[src/rtl/dcm_lock_sequencer.sv]
// Brings up two cascaded DCMs: resets each in turn, waits for lock, qualifies stability, retries on failure.
// Optional macro DCM_STATUS_MON_EN treats CLKIN/CLKFX-stopped STATUS bits as a lock drop in STABLE/READY.
module dcm_lock_sequencer #(
   parameter int unsigned RST_CYCLES    = 8,
   parameter int unsigned LOCK_TIMEOUT  = 65535,
   parameter int unsigned MAX_RETRY     = 3,
   parameter int unsigned STABLE_CYCLES = 255
) (
   input  logic        BUS_CLK,
   input  logic        BUS_RST_N,
   input  logic        USER_RST,
   input  logic        U1_LOCKED,
   input  logic [7:0]  U1_STATUS,
   input  logic        U2_LOCKED,
   input  logic [7:0]  U2_STATUS,
   output logic        U1_RST,
   output logic        U2_RST,
   output logic        CLK_READY,
   output logic        FAIL,
   output logic [7:0]  RETRY_CNT,
   output logic [15:0] LOSS_CNT
);

   typedef enum logic [2:0] {
      S_RST1, S_WAIT1, S_RST2, S_WAIT2, S_STABLE, S_READY, S_FAIL
   } state_t;

   localparam logic [15:0] RST_LAST = 16'(RST_CYCLES - 1);
   localparam logic [15:0] TO_LAST  = 16'(LOCK_TIMEOUT - 1);
   localparam logic [15:0] STB_LAST = 16'(STABLE_CYCLES - 1);
   localparam logic [7:0]  RETRY_MAX = 8'(MAX_RETRY);

   state_t      r_state;
   logic [15:0] r_timer;
   logic [1:0]  r_u1_sync, r_u2_sync;
   logic        r_u1_rst, r_u2_rst, r_ready, r_fail;
   logic [7:0]  r_retry;
   logic [15:0] r_loss;

   state_t      w_nxt;
   logic        w_retry, w_loss, w_clk_stop, w_locks_ok;
   logic        w_u1_lk, w_u2_lk;
   logic [7:0]  w_retry_inc;
   logic        w_unused_status;

   // Only STATUS[2:1] can ever matter; the rest is left unconnected on purpose.
   assign w_unused_status = ^{U1_STATUS, U2_STATUS};

   always_ff @(posedge BUS_CLK or negedge BUS_RST_N) begin
      if (!BUS_RST_N) begin
         r_u1_sync <= '0;
         r_u2_sync <= '0;
      end else begin
         r_u1_sync <= {r_u1_sync[0], U1_LOCKED};
         r_u2_sync <= {r_u2_sync[0], U2_LOCKED};
      end
   end

`ifdef DCM_STATUS_MON_EN
   logic [3:0] r_st_meta, r_st_sync;
   always_ff @(posedge BUS_CLK or negedge BUS_RST_N) begin
      if (!BUS_RST_N) begin
         r_st_meta <= '0;
         r_st_sync <= '0;
      end else begin
         r_st_meta <= {U2_STATUS[2:1], U1_STATUS[2:1]};
         r_st_sync <= r_st_meta;
      end
   end
   assign w_clk_stop = |r_st_sync;
`else
   assign w_clk_stop = 1'b0;
`endif

   assign w_u1_lk     = r_u1_sync[1];
   assign w_u2_lk     = r_u2_sync[1];
   assign w_locks_ok  = w_u1_lk & w_u2_lk & ~w_clk_stop;
   assign w_retry_inc = (r_retry == 8'hFF) ? 8'hFF : r_retry + 8'd1;

   // Lock is tested before the timeout so a same-cycle lock always wins.
   always_comb begin
      w_nxt   = r_state;
      w_retry = 1'b0;
      w_loss  = 1'b0;
      if (USER_RST) begin
         w_nxt = S_RST1;
      end else begin
         case (r_state)
            S_RST1:   if (r_timer == RST_LAST) w_nxt = S_WAIT1;
            S_WAIT1:  if (w_u1_lk) w_nxt = S_RST2;
                      else if (r_timer == TO_LAST) w_retry = 1'b1;
            S_RST2:   if (r_timer == RST_LAST) w_nxt = S_WAIT2;
            S_WAIT2:  if (!w_u1_lk) w_retry = 1'b1;
                      else if (w_u2_lk) w_nxt = S_STABLE;
                      else if (r_timer == TO_LAST) w_retry = 1'b1;
            S_STABLE: if (!w_locks_ok) w_retry = 1'b1;
                      else if (r_timer == STB_LAST) w_nxt = S_READY;
            S_READY:  if (!w_locks_ok) begin
                         w_loss = 1'b1;
                         w_nxt  = S_RST1;
                      end
            default:  w_nxt = r_state;
         endcase
         if (w_retry) w_nxt = (w_retry_inc == RETRY_MAX) ? S_FAIL : S_RST1;
      end
   end

   // Outputs are registered from the next state so they switch on the same edge as the state.
   always_ff @(posedge BUS_CLK or negedge BUS_RST_N) begin
      if (!BUS_RST_N) begin
         r_state  <= S_RST1;
         r_timer  <= '0;
         r_u1_rst <= 1'b1;
         r_u2_rst <= 1'b1;
         r_ready  <= 1'b0;
         r_fail   <= 1'b0;
         r_retry  <= '0;
         r_loss   <= '0;
      end else begin
         r_state  <= w_nxt;
         if (USER_RST || (w_nxt != r_state)) r_timer <= '0;
         else if (r_timer != 16'hFFFF)       r_timer <= r_timer + 16'd1;
         r_u1_rst <= (w_nxt == S_RST1) || (w_nxt == S_FAIL);
         r_u2_rst <= (w_nxt == S_RST1) || (w_nxt == S_WAIT1) ||
                     (w_nxt == S_RST2) || (w_nxt == S_FAIL);
         r_ready  <= (w_nxt == S_READY);
         r_fail   <= (w_nxt == S_FAIL);
         if (USER_RST || w_loss) r_retry <= '0;
         else if (w_retry)       r_retry <= w_retry_inc;
         if (w_loss && (r_loss != 16'hFFFF)) r_loss <= r_loss + 16'd1;
      end
   end

   assign U1_RST    = r_u1_rst;
   assign U2_RST    = r_u2_rst;
   assign CLK_READY = r_ready;
   assign FAIL      = r_fail;
   assign RETRY_CNT = r_retry;
   assign LOSS_CNT  = r_loss;

endmodule

[config.mk]
export PLATFORM = sky130hd
export DESIGN_NAME = dcm_lock_sequencer
export DESIGN_NICKNAME = d
export VERILOG_FILES = /design/src/rtl/dcm_lock_sequencer.sv
export SDC_FILE = /design/constraint.sdc
export NUM_CORES = 1
export LEC_CHECK = 0
export ABC_AREA = 1
export CORE_UTILIZATION = 38
export CTS_CLUSTER_SIZE = 20
export DETAILED_ROUTE_END_ITERATION = 10
export GPL_TIMING_DRIVEN = 0
export PLACE_DENSITY_LB_ADDON = 0.05
export SYNTH_ARGS = -nofsm -noshare
export SYNTH_HDL_FRONTEND = slang
export SYNTH_SLANG_ARGS = --single-unit
export TNS_END_PERCENT = 1
[constraint.sdc]
create_clock -name BUS_CLK -period 5.2 [get_ports BUS_CLK]
set_input_delay 1.04 -clock BUS_CLK [delete_from_list [all_inputs] [get_ports BUS_CLK]]
set_output_delay 1.04 -clock BUS_CLK [all_outputs]
set_load 0.02 [all_outputs]
Word-level counts from Yosys, hierarchy flattened
Cells that the tools add are included.
{ "totals": {"regBits": 51, "latchBits": 0, "mem_bits_rw": 0, "rom_bits": 0, "in_bits": 21, "out_inout_bits": 28, "word_cells": 69, "n_memories": 0} }
{ "classes": {"addsub": 3, "mul": 0, "div_mod_pow": 0, "n_lt_le_gt_ge": 0, "n_eq_ne": 17, "n_shift": 0, "n_mux": 27, "bitwise": 1, "reduce_logical": 11} }
{ "ops": {"columns": ["cell", "n"], "rows": [
  ["2-to-1 mux 3 bit", 11],
  ["adder 16 x 1 -> 16 bit, second input constant", 2],
  ["2-to-1 mux 16 bit", 2],
  ["!= test 16 bit, second input constant", 2],
  ["2-to-1 mux 8 bit", 3],
  ["case mux 3 bit (6 select lines)", 1],
  ["equality test 16 bit, second input constant", 1],
  ["equality test 16 x 3 -> 1 bit, second input constant", 1],
  ["equality test 16 x 8 -> 1 bit, second input constant", 1],
  ["equality test 3 bit, second input constant", 4],
  ["equality test 3 x 2 -> 1 bit, second input constant", 3],
  ["2-to-1 mux 1 bit", 9],
  ["adder 8 x 1 -> 8 bit, second input constant", 1],
  ["equality test 8 x 2 -> 1 bit, second input constant", 1],
  ["equality test 8 bit, second input constant", 1],
  ["equality test 3 x 1 -> 1 bit, second input constant", 2],
  ["zero test 3 bit", 2],
  ["logical OR 1 bit", 6],
  ["nonzero test 2 bit", 2],
  ["!= test 3 bit", 1],
  ["case mux 1 bit (3 select lines)", 1],
  ["AND 1 bit", 1],
  ["logical AND 1 bit", 1]
]} }

Logic depth before layout (Yosys ltp)
{ "depth": {"word_depth": 12, "mapped_depth": 16, "ltp_nobuf": 15} }

Worst setup path after synthesis
Ideal clock, no wire load.
{ "synth_path": {"path_type": "input to register", "startpoint": "input USER_RST", "endpoint": "register r_timer[8]", "setup_time_ns": 0.068, "arrival_time_ns": 2.066, "required_ns": 5.132, "slack_ns": 3.066, "cell_stages": 10, "n_path_buf": 1, "path_cell_list": "inv_1 > o21ai_0 > nor2_2 > nand2_2 > nand2_1 > nand3_1 > nor2_2 > nand2_4 > buf_12 > nor2_4"} }
{ "synth_between": {"elab_chain_len": 4, "word_cells_on_any_way": 5, "cone_classes": "1 x eq/ne; 2 x mux; 2 x reduce/logical"} }
{ "synth_lines": {"columns": ["element", "line", "rtl"], "rows": [
  ["from (decl)", "11", "input logic USER_RST,"],
  ["2-to-1 mux 3 bit", "85", "if (USER_RST) begin"],
  ["!= test 3 bit", "121", "if (USER_RST || (w_nxt != r_state)) r_timer <= '0;"],
  ["logical OR 1 bit (*)", "121", null],
  ["2-to-1 mux 16 bit / nonzero test 2 bit (equally long branches)", null, null],
  ["to (signal assigned)", "122", "else if (r_timer != 16'hFFFF) r_timer <= r_timer + 16'd1;"],
  ["to (decl)", "34", "logic [15:0] r_timer;"]
]} }
Every way passes the cells marked *; elsewhere a longest branch is shown, timed or not.
A chain may end at the register's enable or synchronous reset.

Final worst setup path
{ "layout_path": {"startpoint": "input USER_RST", "endpoint": "register r_loss[15] (netlist: LOSS_CNT[15])"} }
{ "layout_between": {"elab_chain_len": 2} }
{ "layout_lines": {"columns": ["element", "line", "rtl"], "rows": [
  ["2-to-1 mux 1 bit", "85", null],
  ["logical AND 1 bit", "130", "if (w_loss && (r_loss != 16'hFFFF)) r_loss <= r_loss + 16'd1;"],
  ["to (signal assigned)", "130", null],
  ["to (decl)", "38", "logic [15:0] r_loss;"]
]} }
No other way between the ends.

==> flow_metrics.py <==
metrics = {
    "placement": {
        "port_buffers": 32,
        "gp_congestion": 0.7715,
        "place_area_mm2": 0.003257,
        "dp_hpwl_um": 4135,
    },
    "timing": {
        "drv_slew": 0,
        "tns_ns": 0,
        "max_freq_ghz": 0.3997,
        "relSlewSlack": 0.5648,
        "hold_viol_final": 0,
        "final-setup-viol-count": 0,
        "tightestPinTransition_ns": 0.6499,
        "grt_setup_unrepaired": "no",
        "fin_worst_skew_ns": 0.01168,
        "fin_crit_sh": 0.4811,
        "min_period_ns": 2.502,
    },
    "die": {
        "die_y_um": 87.86,
        "initial_utilization": 0.4034,
        "die-area_mm2": 0.007719,
        "num_io_pins": 49,
        "die_w_um": 87.86,
        "coreArea_mm2": 0.006944,
        "rows": 30,
    },
    "clock_network": {
        "clock-sinks": 51,
        "cts_resized": 0,
        "cts_tree": "yes",
        "ctsRootBufferMaster": "clkbuf_8",
        "cts-buffers-inserted": 5,
        "post_cts_buffers": 0,
        "htreeDepth": 2,
        "cts_hold_buf": 0,
        "clock_path_buffers": 2,
        "clk_pin_slew_worst_paths_ns": 0.10,
        "worstSkewPairLatency_ns": 0.31,
    },
    "grt": {
        "overflow": 0,
        "grt_pass1_vias": 2246,
        "grt_pass1_wl_um": 9998,
        "antenna_found_initial": 0,
        "grt_usage": 0.1643,
        "grt_max_degree": 35,
    },
    "critical_path": {
        "startpoint_type": "primary input",
        "worstPathArrival_ns": 2.71,
        "cp_cell_sequence": "clkdlybuf4s50_1 -> nor3_2 -> nand2_2 -> nor3_2 -> nand3_1 -> nor2_1 -> nand2_1 -> xor2_1",
        "cp_data_required_time_ns": 5.41,
        "cp_slowest_stage_delay_ns": 0.45,
        "path_max_fanout": 6,
        "rr_startpoint": "r_timer[0]",
        "worstSetupPathType": "primary input to register",
        "crit_top_cell": "nor3_2",
        "crit_start": "USER_RST",
        "end_kind": "register",
        "worst_path_max_delay_cell": "clkdlybuf4s50_1",
    },
    "finish": {
        "fin_util": 0.4822,
        "fillers": 655,
        "area_growth_pct": 19.52,
        "final_common_cell": "nand2_1",
        "finish.instance_area_mm2": 0.003348,
        "final_nets": 406,
        "drive_gt1_frac": 0.1152,
        "insertedDiodeCount": 0,
        "layout_common_cells": "63 x nand2_1, 52 x nor2_1, 49 x dfrtp_1",
    },
    "logic_synthesis": {
        "synth_area_per_cell_um2": 8.215,
        "syn_area_mm2": 0.002801,
        "synth_seq_area_share": 0.4565,
        "yosysWarnings": 0,
        "synth_cells": 341,
        "synthDistinctLibCells": 29,
        "ys_seq_elements": 51,
        "synth_nets": 366,
    },
    "drt": {
        "wl_per_cell_um": 11.75,
        "ant_nets": 0,
        "wirelength_um": 5616,
        "drc": 0,
        "vias_per_cell": 4.831,
        "drtIter0Drc": 120,
        "dr.pass1.iters": 4,
        "num_vias": 2309,
    },
    "power_and_ir_drop": {
        "pwr-share-seq": 0.601,
        "power.switching_w": 0.0001636,
        "p_leak_nw": 1.466,
        "power.density_mw_per_mm2": 200.3,
        "switching_share": 0.2439,
        "p_int_w": 0.0005071,
        "p_comb_frac": 0.046,
        "clkPwrFrac": 0.353,
        "max-vdd-ir-drop_v": 0.0001094,
    },
    "outcome": {
        "status": "completed",
    },
    "job": {
        "cap_violations": 0,
    },
    "min_path": {
        "min-delay-start": "r_u2_sync[0]",
        "hp-class": "register to register",
    },
}
==> layer usage <==
metal	track usage	routed length, um	vias to the layer above
met5	0	0	-
met4	0.05514	53	0
met3	0.02922	226	5
met2	0.2678	2535	47
met1	0.2203	2800	1081
li1	-	-	1176
==> worst paths after layout <==
| kind | slack [ns] | cells past startpoint | endpoint |
|---|---|---|---|
| worst max-delay path | 2.70 | 8 | LOSS_CNT[15] |
| worst min-delay path | 0.36 | 0 | r_u2_sync[1] |
| worst max register to register | 2.94 | 12 | r_timer[13] |
| worst min register to register | 0.36 | 0 | r_u2_sync[1] |
| max in group asynchronous | 3.95 | 2 | U1_RST |
| min in group asynchronous | 0.67 | 1 | r_timer[14] |
==> registers in the layout, indices dropped and copies added (netlist names) <==
| name | count |
|---|---|
| r_state | 3 |
| U1_RST | 1 |
| U2_RST | 1 |
| LOSS_CNT | 16 |
| r_u2_sync | 2 |
| CLK_READY | 1 |
| FAIL | 1 |
| r_u1_sync | 2 |
| RETRY_CNT | 8 |
| r_timer | 16 |
==> synth_stat cells <==
| master | instances | share of area |
|---|---|---|
| nor3_1 | 8 | 0.014 |
| nor4_1 | 1 | 0.0022 |
| nand2_4 | 2 | 0.0080 |
| nor2_2 | 6 | 0.013 |
| clkinv_1 | 2 | 0.0027 |
| dfrtp_1 | 49 | 0.44 |
| ha_1 | 4 | 0.018 |
| o22ai_1 | 10 | 0.022 |
| inv_2 | 2 | 0.0027 |
| nor3_2 | 2 | 0.0071 |
| o21ai_2 | 1 | 0.0031 |
| a31oi_1 | 2 | 0.0045 |
| nor2_1 | 52 | 0.070 |
| nand3_1 | 32 | 0.057 |
| inv_1 | 40 | 0.054 |
| nand3_2 | 1 | 0.0036 |
| nor2_4 | 11 | 0.044 |
| o211ai_1 | 1 | 0.0027 |
| buf_12 | 1 | 0.0071 |
| xnor2_1 | 8 | 0.025 |
| nand2_2 | 5 | 0.011 |
| o21ai_0 | 11 | 0.020 |
| a21oi_2 | 1 | 0.0031 |
| dfstp_2 | 2 | 0.019 |
| xor2_1 | 14 | 0.044 |
| nand4_1 | 3 | 0.0067 |
| nand2_1 | 63 | 0.084 |
| nand3b_1 | 1 | 0.0027 |
| a21oi_1 | 6 | 0.011 |
==> cells by family (layout without fill, tap and decap cells) <==
group                    count (synthesis)  in the layout  share of synthesized area
buffers and inverters                   45             86                    0.06610
XOR/XNOR                                22             22                    0.06878
flip-flops                              51             51                     0.4565
AND/OR/NAND/NOR                        187            187                     0.3247
AO/OA/AOI/OAI                           32             32                    0.06610
adder cells (fa/ha/maj)                  4              4                    0.01787
==> cell type report <==
class / instances / area (um2) / share of cell area
well taps: 96 / 120.1 / 0.03587
plain buffers: 1 / 20.02 / 0.005979
clock buffers: 5 / 68.82 / 0.02055
multi-input cells: 245 / 1338 / 0.3995
repair buffers: 33 / 335.3 / 0.1001
flip-flops and latches: 51 / 1279 / 0.3819
inverters: 44 / 165.2 / 0.04933
clock inverters: 3 / 22.52 / 0.006726
==> power groups by stage <==
stage / logic, W / registers, W / clock network [W]
2_1_floorplan: 0.0000161 / 0.000410 / 0
3_3_place_gp: 0.0000308 / 0.000411 / 0
3_5_place_dp: 0.0000323 / 0.000411 / 0
4_1_cts: 0.0000326 / 0.000403 / 0.000248
5_1_grt: 0.0000356 / 0.000404 / 0.000268
6_report: 0.0000311 / 0.000403 / 0.000236
==> stage by stage <==
step | hold WS (ns) | total power [W] | cells | setup WS [ns]
6_report | 0.3551 | 0.0006707 | 478 | 2.698
5_1_grt | 0.3652 | 0.0007076 | 478 | 2.548
4_1_cts | 0.3582 | 0.0006840 | 478 | 2.680
3_5_place_dp | 0.3347 | 0.0004433 | 470 | 2.349
3_3_place_gp | 0.3497 | 0.0004418 | 469 | 1.464
2_1_floorplan | 0.3312 | 0.0004265 | 341 | 3.066
==> critical path: cells and delay by family <==
family | cells | cell delay (ns)
buf+inv | 1 | 0.45
simple gates | 6 | 1.07
xor+xnor | 1 | 0.14
Power figures use the tool's default switching activity.
==> variant 1 (same flow settings) <==
Build with the macro `DCM_STATUS_MON_EN` defined.
--- a/src/rtl/dcm_lock_sequencer.sv
+++ b/src/rtl/dcm_lock_sequencer.sv
@@ -1,5 +1,7 @@
 // Brings up two cascaded DCMs: resets each in turn, waits for lock, qualifies stability, retries on failure.
 // Optional macro DCM_STATUS_MON_EN treats CLKIN/CLKFX-stopped STATUS bits as a lock drop in STABLE/READY.
+`define DCM_STATUS_MON_EN
+
 module dcm_lock_sequencer #(
    parameter int unsigned RST_CYCLES    = 8,
    parameter int unsigned LOCK_TIMEOUT  = 65535,
Function: no difference found for any inputs over 10 cycles, from zero or initial values and one cycle with BUS_RST_N low; that may be too few to reach the edited logic, so the function may still have changed.
==> variant 1 against the unedited design <==
- count of clock-buffer cells in the layout rose by 6
- worst hold slack got worse by 0.0068 ns
- design area increased by 16%
- area after synthesis increased by 13%
- critical path type unchanged
- worst setup slack worse by 0.057 ns
- final cell count up 10%
- sequential cell count rose by 8
- wire length up 11%
- power up 43%
==> variant 1: results (changes against the unedited design) <==
Status: completed
Crit path arrival time: 2.83 ns (+0.12 ns)
Syn_nets: 398 (+8.7%)
Static leakage: 1.73 nW (+18%)
Layout cells sized above 1: 14.6% (+3.0 points)
Final GP Congestion: 0.822 (+6.5%)
Clock skew: 0.00595 ns (-0.00573 ns)
Worst-path clk slew: 0.07 ns (-0.03 ns)
Largest net degree at the start of global routing: 34 (-2.9%)
Drt initial violations: 104 (-13%)
Vias per inst: 4.70 (-2.7%)
CTS HTree Levels: 3 (+1)
Yosys warns: 0 (unchanged)
Setup-failing EPs final: 0 (unchanged)
Synth Flop Type: dfrtp_1
Clk_lat worst skew: 0.33 ns (+0.02 ns)
IO buf count: 36 (+13%)
Area contributors post-synth: dfrtp_1, nand2_1, nor2_1
First-pass GRT wire length: 11200 um (+12%)
Post-synthesis sequential area ratio: 46.7% (+1.0 points)
Slew HR: 47.2% (-9.2 points)
Distinct cells, synth: 31 (+6.9%)
Peak VDD IR: 0.150 mV (+37%)
Ys async rst share: 100% (unchanged)
Dpl hpwl: 4570 um (+10%)
Comb pwr share: 3.9% (-0.7 points)
Setup WS pre-CTS: 2.29 ns (-0.0634 ns)
Post-DP Area: 3670 um2 (+13%)
Final nets: 446 (+9.9%)
Hold Path Class: flop to flop
Tot GR Track Use: 16.6% (+0.15 points)
Initial antenna violation count: 0 (unchanged)
Total wire length: 6250 um (+11%)
Internal power: 0.748 mW (+48%)
Post-synth top cells: nand2_1, dfrtp_1, nor2_1
Vias in the first global route: 2414 (+7.5%)
Total CTS buffers: 9 (+4)
Crit-path max FO: 10 (+4)
## variant 1: changes by cell type after synthesis, sizes merged, moves of 5 or more
cell / unedited run / this run
dfrtp: 49 / 57
nand2: 70 / 90
o21ai: 12 / 17
o22ai: 10 / 3
xnor2: 8 / 2
xor2: 14 / 21
## variant 1: final timing paths
| path | startpoint | endpoint | slack [ns] | cells past startpoint |
|---|---|---|---|---|
| min | r_st_meta[3] | r_st_sync[3] | 0.35 | 0 |
| max | USER_RST | r_timer[13] | 2.64 | 15 |
| min reg2reg | r_st_meta[3] | r_st_sync[3] | 0.35 | 0 |
| max reg2reg | RETRY_CNT[0] | r_timer[10] | 3.14 | 16 |
| min in group asynchronous | BUS_RST_N | r_timer[3] | 0.79 | 1 |
| max in group asynchronous | BUS_RST_N | r_state[2] | 3.80 | 2 |
## variant 1: worst max-delay path, cell delays in order
cell and delay [ns]:
clkdlybuf4s50_1 0.47, nor2_1 0.12, nand3_1 0.07, nor2_1 0.09, nand3_1 0.07, nor2_1 0.09
nand2_1 0.10, nand2_4 0.10, nand2_2 0.10, nand2_2 0.08, nand2_2 0.06, nor2_4 0.10
nand2_4 0.09, buf_12 0.18, nor2_4 0.07
## variant 1: power groups by stage
| stage | clock network [mW] | registers, mW | logic (mW) |
|---|---|---|---|
| after floorplan | 0 | 0.477 | 0.0181 |
| after global placement | 0 | 0.478 | 0.0372 |
| after detailed placement | 0 | 0.478 | 0.0392 |
| after CTS | 0.462 | 0.469 | 0.0393 |
| after global routing | 0.486 | 0.470 | 0.0437 |
| final | 0.451 | 0.470 | 0.0379 |
## variant 1: cell families after synthesis
family	Yosys count	share of synthesized area [%]
DFF	59	46.7
adders and majority gates	4	1.58
buffers and inverters	47	6.20
xor gates and xnor gates	23	6.60
AOI/OAI and AO/OA	29	5.33
and+or+nand+nor	211	33.6
## variant 1: final cells by class
type	instances	area (um2)
fill	795	4010
clock inverter	5	77.6
inverter	45	169
clock buffer	11	131
buffer	2	27.5
timing repair buffer	37	375
tap	102	128
multi-input combinational	267	1490
sequential	59	1480
## variant 1: metrics by stage
stage | util, % | hold slack [ns] | instances | total power, mW
floorplan | - | 0.331 | 373 | 0.496
global placement | 46.4 | 0.332 | 511 | 0.515
detailed placement | 46.5 | 0.335 | 512 | 0.517
CTS | 49.2 | 0.350 | 528 | 0.971
global route | 49.2 | 0.355 | 528 | 1.00
finish | 49.2 | 0.348 | 528 | 0.959
## variant 1: layer usage
layer	global-route usage, %	wire, um
met1	24.3	3320
met2	23.6	2550
met3	3.50	265
met4	6.92	119
met5	0	0
==> variant 2 (same flow settings) <==
Made on the original files. Encoding of `state_t`: now one-hot (7 bits for 7 states).
--- a/src/rtl/dcm_lock_sequencer.sv
+++ b/src/rtl/dcm_lock_sequencer.sv
@@ -21,8 +21,8 @@
    output logic [15:0] LOSS_CNT
 );
 
-   typedef enum logic [2:0] {
-      S_RST1, S_WAIT1, S_RST2, S_WAIT2, S_STABLE, S_READY, S_FAIL
+   typedef enum logic [6:0] {
+      S_RST1 = 7'b0000001, S_WAIT1 = 7'b0000010, S_RST2 = 7'b0000100, S_WAIT2 = 7'b0001000, S_STABLE = 7'b0010000, S_READY = 7'b0100000, S_FAIL = 7'b1000000
    } state_t;
 
    localparam logic [15:0] RST_LAST = 16'(RST_CYCLES - 1);
Check against the original RTL: no difference found for any inputs over 10 cycles, from zero or initial values and one cycle with BUS_RST_N low; not proved beyond that.
==> variant 2 against the unedited design <==
- maximum frequency decreased by 1.7%
- area after synthesis rose by 24%
- design area is 22% higher
- sequential cell count up 4
- wire length grew 36%
- via count up 25%
- count of clock-buffer cells in the layout unchanged
- non-clock buffer count is 2 higher
- largest cell class unchanged
- worst setup slack worse by 0.042 ns
- highest routed layer unchanged
Power is not compared: it rests on default switching activity, and its combinational part moved more than twofold at a synthesized area within 25%.
==> variant 2: results (changes against the unedited design) <==
Slew HR: 42.2% (-14 points)
Tot GR Track Use: 17.5% (+1.1 points)
Post-synth top cells: nand2_1, nor2_1, dfrtp_1
Static leakage: 1.91 nW
Flop-to-flop setup slack: 2.91 ns (-0.03 ns)
Largest net degree at the start of global routing: 36 (+2.9%)
Final GP Congestion: 0.878 (+14%)
CTS HTree Levels: 2 (unchanged)
Yosys warns: 0 (unchanged)
Vias per inst: 4.86 (+0.55%)
Synthesis-to-layout area growth: 17.3%
Clk_lat worst skew: 0.32 ns
# fillers: 894 (+36%)
Syn_nets: 470 (+28%)
Vias in the first global route: 2910 (+30%)
Status: completed
Dpl hpwl: 5840 um (+41%)
Critical path's largest stage delay: 0.51 ns (+0.06 ns)
Crit path arrival time: 2.80 ns (+0.09 ns)
First-pass GRT wire length: 13600 um (+36%)
IO buf count: 32 (unchanged)
Area contributors post-synth: dfrtp_1, nand2_1, nand3_1
Distinct cells, synth: 36 (+24%)
Layout cells sized above 1: 16.9% (+5.4 points)
Initial antenna violation count: 0 (unchanged)
First drt pass iteration count: 4 (unchanged)
Total wire length: 7630 um (+36%)
Post_cts resized: 0 (unchanged)
Setup WS pre-CTS: 2.32 ns (-0.0335 ns)
Clock skew: 0.0104 ns (-0.00130 ns)
Period minus WS final: 2.54 ns (+0.0423 ns)
Worst-path clk slew: 0.11 ns
Clk buf depth: 2 (unchanged)
Diode count: 0 (unchanged)
Post-synthesis sequential area ratio: 39.7% (-5.9 points)
Drt initial violations: 112 (-6.7%)
Final nets: 510 (+26%)
Crit-path max FO: 10 (+4)
[variant 2: cell count changes in the layout (fill, tap and decap cells not counted), sizes merged, moves of 7 or more]
cell	change
o22ai	-9
nor2	+22
nand2	+42
nand3	+12
o21ai	+7
inv	+9
[variant 2: per-layer routing]
metal / vias up / wire length (um) / track usage, %
met5: - / 0 / 0
met4: 0 / 36 / 4.20
met3: 2 / 260 / 3.38
met2: 37 / 3440 / 27.8
met1: 1348 / 3890 / 24.6
li1: 1498 / - / -
[variant 2: logic make-up after synthesis]
group	Yosys count	synth area share (%)
fa+ha+maj	4	1.44
mux	1	0.324
xor+xnor	24	6.05
compound gates	33	5.48
simple gates	273	40.3
buf+inv	55	6.66
flops	55	39.7
[variant 2: final timing paths]
check,start,endpoint,cells past startpoint
hold / removal,r_u2_sync[0],r_u2_sync[1],0
hold reg to reg,r_u2_sync[0],r_u2_sync[1],0
max in group asynchronous,BUS_RST_N,r_state[2],2
setup reg to reg,r_state[1],r_timer[7],14
setup / recovery,USER_RST,r_timer[14],10
min in group asynchronous,BUS_RST_N,r_timer[9],1
[variant 2: report_power, final]
part           switching [mW]  internal (mW)
registers              0.0394          0.475
logic                   0.430          0.229
clock network           0.161          0.149
[variant 2: layout make-up]
cell class	instances	area, um2	area share [%]
Clock buffer	5	68.8	1.69
Timing Repair Buffer	33	343	8.41
Inverter	52	195	4.79
Tap cell	108	135	3.32
Clock inverter	3	55.1	1.35
Buffer	3	36.3	0.890
Sequential cell	55	1380	33.9
Multi-Input combinational cell	335	1860	45.7
[variant 2: worst max-delay path: cells and delay by family]
family / cells / cell delay (ns)
compound gates: 1 / 0.07
simple gates: 5 / 0.57
buf+inv: 4 / 1.11
[variant 2: stage by stage]
| step | hold slack [ns] | power, mW | std cells | cell area (um2) |
|---|---|---|---|---|
| final | 0.368 | 1.48 | 594 | 4080 |
| after global placement | 0.333 | 1.18 | 585 | 3930 |
| after detailed placement | 0.341 | 1.18 | 586 | 3950 |
| after CTS | 0.377 | 1.51 | 594 | 4080 |
| after floorplan | 0.331 | 1.03 | 445 | 3470 |
| after global routing | 0.394 | 1.60 | 594 | 4080 |
